File: config.mk
export PLATFORM = sky130hd
export DESIGN_NAME = fpu_div_arbiter
export DESIGN_NICKNAME = d
export VERILOG_FILES = /design/src/rtl/fpu_div_arbiter.sv
export SDC_FILE = /design/constraint.sdc
export NUM_CORES = 1
export LEC_CHECK = 0
export CAP_MARGIN = 20
export CORE_AREA = 2 2 149 151
export DETAILED_ROUTE_END_ITERATION = 8
export DIE_AREA = 0 0 151 153
export PLACE_DENSITY = 0.68
export SLEW_MARGIN = 20
export SYNTH_ARGS = -nofsm -noshare
export SYNTH_HDL_FRONTEND = slang
export SYNTH_SLANG_ARGS = --single-unit
File: constraint.sdc
create_clock -name clk -period 14.75 [get_ports clk]
set_clock_uncertainty 0.1 [all_clocks]
set_input_delay 3.6875 -clock clk [delete_from_list [all_inputs] [get_ports clk]]
set_output_delay 3.6875 -clock clk [all_outputs]
set_load 0.01 [all_outputs]
File: src/rtl/fpu_div_arbiter.sv
// Round-robin sharing of one free-running divider between two requesters.
// A tag pipeline that follows the divider returns each quotient to the requester that issued it.

module fpu_div_rsp_slot (
  input  logic        clk,
  input  logic        rst,
  input  logic        grant_i,
  input  logic        cap_i,
  input  logic [31:0] cap_data_i,
  input  logic        rsp_ready_i,
  output logic        busy_o,
  output logic        rsp_valid_o,
  output logic [31:0] rsp_data_o,
  output logic        hs_o
);
  logic        busy_q, busy_d;
  logic        vld_q, vld_d;
  logic [31:0] data_q, data_d;

  always_comb begin
    hs_o   = vld_q & rsp_ready_i;
    busy_d = (busy_q | grant_i) & ~hs_o;
    vld_d  = (vld_q & ~hs_o) | cap_i;
    data_d = cap_i ? cap_data_i : data_q;
  end

  always_ff @(posedge clk or posedge rst) begin
    if (rst) begin
      busy_q <= 1'b0;
      vld_q  <= 1'b0;
      data_q <= '0;
    end else begin
      busy_q <= busy_d;
      vld_q  <= vld_d;
      data_q <= data_d;
    end
  end

  assign busy_o      = busy_q;
  assign rsp_valid_o = vld_q;
  assign rsp_data_o  = data_q;
endmodule

module fpu_div_arbiter #(
  parameter int LAT = 1
) (
  input  logic        clk,
  input  logic        rst,
  input  logic        req0_valid,
  input  logic [31:0] req0_a,
  input  logic [31:0] req0_b,
  output logic        req0_ready,
  input  logic        req1_valid,
  input  logic [31:0] req1_a,
  input  logic [31:0] req1_b,
  output logic        req1_ready,
  output logic        rsp0_valid,
  output logic [31:0] rsp0_data,
  input  logic        rsp0_ready,
  output logic        rsp1_valid,
  output logic [31:0] rsp1_data,
  input  logic        rsp1_ready,
  output logic [31:0] div_a,
  output logic [31:0] div_b,
  input  logic [31:0] div_out,
  output logic [15:0] ops_done
);
  logic [1:0]        req_vld, elig, grant, busy, hs, cap, rsp_rdy, rsp_vld;
  logic [1:0][31:0]  req_a, req_b, rsp_data;
  logic              last_q, last_d;
  logic [31:0]       div_a_q, div_a_d, div_b_q, div_b_d;
  logic [LAT:0]      tag_vld_q, tag_vld_d, tag_id_q, tag_id_d;
  logic [15:0]       ops_done_q, ops_done_d;

  assign req_vld = {req1_valid, req0_valid};
  assign req_a   = {req1_a, req0_a};
  assign req_b   = {req1_b, req0_b};
  assign rsp_rdy = {rsp1_ready, rsp0_ready};

  // Tag stage 0 rides alongside the div_a/div_b register; stages 1..LAT track the divider.
  always_comb begin
    elig  = req_vld & ~busy;
    grant = '0;
    if (!rst) begin
      grant[0] = elig[0] & (~elig[1] | last_q);
      grant[1] = elig[1] & (~elig[0] | ~last_q);
    end
    last_d     = (|grant) ? grant[1] : last_q;
    div_a_d    = grant[1] ? req_a[1] : (grant[0] ? req_a[0] : div_a_q);
    div_b_d    = grant[1] ? req_b[1] : (grant[0] ? req_b[0] : div_b_q);
    tag_vld_d  = {tag_vld_q[LAT-1:0], |grant};
    tag_id_d   = {tag_id_q[LAT-1:0], grant[1]};
    cap[0]     = tag_vld_q[LAT] & ~tag_id_q[LAT];
    cap[1]     = tag_vld_q[LAT] &  tag_id_q[LAT];
    ops_done_d = ops_done_q + 16'(hs[0]) + 16'(hs[1]);
  end

  always_ff @(posedge clk or posedge rst) begin
    if (rst) begin
      last_q     <= 1'b1;
      div_a_q    <= '0;
      div_b_q    <= '0;
      tag_vld_q  <= '0;
      tag_id_q   <= '0;
      ops_done_q <= '0;
    end else begin
      last_q     <= last_d;
      div_a_q    <= div_a_d;
      div_b_q    <= div_b_d;
      tag_vld_q  <= tag_vld_d;
      tag_id_q   <= tag_id_d;
      ops_done_q <= ops_done_d;
    end
  end

  for (genvar i = 0; i < 2; i++) begin : g_slot
    fpu_div_rsp_slot u_slot (
      .clk        (clk),
      .rst        (rst),
      .grant_i    (grant[i]),
      .cap_i      (cap[i]),
      .cap_data_i (div_out),
      .rsp_ready_i(rsp_rdy[i]),
      .busy_o     (busy[i]),
      .rsp_valid_o(rsp_vld[i]),
      .rsp_data_o (rsp_data[i]),
      .hs_o       (hs[i])
    );
  end

  assign req0_ready = grant[0];
  assign req1_ready = grant[1];
  assign rsp0_valid = rsp_vld[0];
  assign rsp1_valid = rsp_vld[1];
  assign rsp0_data  = rsp_data[0];
  assign rsp1_data  = rsp_data[1];
  assign div_a      = div_a_q;
  assign div_b      = div_b_q;
  assign ops_done   = ops_done_q;
endmodule
==> metrics.yaml <==
layout:
  drive_gt1_share_pct: 14.5
  fin_nets: 1047
  seqCellArea_mm2: 0.00383
  post-route-util_pct: 52.7
  final_common_cell: "clkdlybuf4s50_1"
  syn2layout_area_growth_pct: 52.4
  fill_cells: 1903
  multiInputGateArea_mm2: 0.00326
  final_cell_mix: "clkdlybuf4s50_1, dfrtp_1, a2bb2oi_1, mux2_2, a221oi_1"
global_route:
  grt.total_usage_pct: 21.1
  grt_pass1_vias: 6623
  grt_max_degree: 104
  grt_overflow_total: 0
  grt_pass1_wl_mm: 38.0
  antenna_found_initial: 1
clock_tree:
  numClockSinks: 153
  clkTransAtPathRegs_ps: 60
  root_buffer: "clkbuf_16"
  h-tree-depth: 4
  clock_path_buffers: 2
  clk_latency_ps: 420
  cts_tree: "yes"
  postCtsHoldBufs: 0
  cts_buffers: 17
  cts_resized: 0
  cts_setup_buffers: 0
floorplan:
  dieArea_mm2: 0.0231
  die_w_um: 151
  io_pins: 314
  core_area_mm2: 0.0215
  floorplan.initialDensity_pct: 34.6
  num_rows: 54
  die_y_um: 153
sta:
  tightest_slew_ps: 935
  setup_violations: 0
  setup_tns_ps: 0
  hold_viol: 0
  maxSlewViolCount: 0
  layout_min_cycle_time_ps: 9400
  grt_setup_unrepaired: "no"
  setup_slack_ps: 5350
  fmax_mhz: 106
  slew_headroom_pct: 37.6
  period_share_pct: 63.7
synthesis:
  ys_warn_count: 0
  seq_area_frac_synth_pct: 51.5
  synth_cells: 612
  netlist_area_mm2: 0.00744
  synth_seq_cells: 153
  syn_area_per_cell_um2: 12.2
  synth_cell_type_count: 36
  syn_nets: 780
critical_path:
  cpPeakStageDelay_ps: 590
  cp-start-kind: "input port"
  crit_buf_inv: 3
  crit_family: "buffers and inverters"
  crit_required_ps: 10960
  arrival_ps: 5620
  critPathCaptureType: "output pin"
  path_common_cell: "clkdlybuf4s50_1"
  worstPathCellList: "clkdlybuf4s50_1, nand2b_2, buf_4, nor3_1, clkdlybuf4s50_1"
  critPathKind: "input port to output pin"
  crit_path_top_delay_cell: "clkdlybuf4s50_1"
  critPathMaxFanout: 67
route:
  dr.pass1.iters: 4
  routedWlPerCell_um: 20.8
  totalWireLength_mm: 24.3
  via_count: 6541
  route.detailed.drc: 0
  drtIter0Drc: 400
  via_per_inst: 5.58
  ant_nets: 0
power:
  power.density_mw_per_mm2: 188
  peakVddDrop_uv: 81.8
  p_leak_uw: 0.00445
hold_path:
  hold_path_class: "flip-flop to flip-flop"
placement:
  post-place-ws_ps: 5370
  numPortBuffers: 313
  gp_congestion: 0.778
  dpl.hpwl_mm: 15.5
job:
  drv_cap: 0
run_status:
  outcome: "completed"
==> registers in the layout, indices dropped and copies added, names as in the netlist <==
signal / flops
g_slot.u_slot.rsp_data_o: 64
g_slot.u_slot.busy_o: 2
ops_done: 16
tag_id_q: 2
g_slot.u_slot.rsp_valid_o: 2
div_a: 32
tag_vld_q: 2
div_b: 32
last_q: 1
==> power by group <==
group,total [uW],internal [uW],switching (uW)
logic,926,542,384
clock network,491,292,199
registers,718,608,110
==> cell families after synthesis <==
logic type	Yosys count	share of synthesized area, %
flip-flops	153	51.5
adder cells (fa/ha/maj)	2	0.437
buffers and inverters	81	4.93
multiplexers	64	9.69
XOR/XNOR	14	1.65
AND/OR/NAND/NOR	99	11.8
AO/OA/AOI/OAI	199	20.0
==> stage by stage <==
step                hold slack [ps]  instance area (um2)  cells  power, uW
finish                          248                11300   1173       2140
global route                    255                11300   1173       2250
CTS                             251                11300   1172       2160
detailed placement              236                10700   1140       1650
global placement                233                10700   1140       1640
floorplan                       231                 7440    612       1140
==> Yosys cell counts, drive strengths merged <==
master,instances,area [um2]
mux2,64,721
and2,2,12.5
and4,1,8.76
nor3,3,15.0
nor4,3,18.8
nor2,2,7.51
nor3b,1,7.51
xor2,8,70.1
fa,1,20.0
buf,43,223
a221oi,64,561
xnor2,6,52.6
nor4bb,52,521
o21ai,68,340
a21oi,1,5.00
nand4,5,31.3
dfrtp,152,3800
nand3,3,15.0
inv,4,15.0
nand2,6,22.5
a2bb2oi,66,578
or3b,2,17.5
ha,1,12.5
dfstp,1,26.3
and4bb,12,150
and3b,1,8.76
clkbuf,34,129
nand3b,1,7.51
nand2b,3,18.8
nor4b,2,17.5
==> worst paths after layout <==
kind / from / end / slack (ps) / depth (start not counted)
setup reg to reg: g_slot[0].u_slot.busy_o$_DFF_PP0_ / div_a[4]$_DFFE_PP0P_ / 12090 / 5
max in group asynchronous: rst / g_slot[1].u_slot.busy_o$_DFF_PP0_ / 9160 / 4
hold reg to reg: tag_id_q[0]$_DFF_PP0_ / tag_id_q[1]$_DFF_PP0_ / 250 / 0
min in group asynchronous: rst / div_b[28]$_DFFE_PP0P_ / 4140 / 3
setup / recovery: req0_valid / req0_ready / 5350 / 5
hold / removal: tag_id_q[0]$_DFF_PP0_ / tag_id_q[1]$_DFF_PP0_ / 250 / 0
==> metal layers <==
layer / vias to the layer above / global-route usage [%] / part of all wire [%]
met5: - / 0 / 0
met4: 0 / 7.17 / 2.7
met3: 40 / 5.91 / 7.9
met2: 290 / 33.9 / 49
met1: 3260 / 27.3 / 41
li1: 2951 / - / -
==> final cells by class <==
cell class,instances,share of cell area (%)
sequential,153,33.8
antenna,1,0.0221
timing repair buffer,325,28.4
tap,280,3.09
inverter,4,0.177
clock buffer,17,3.75
multi-input combinational,378,28.7
clock inverter,15,2.04
Note: power is estimated with default switching activity, not from simulation.
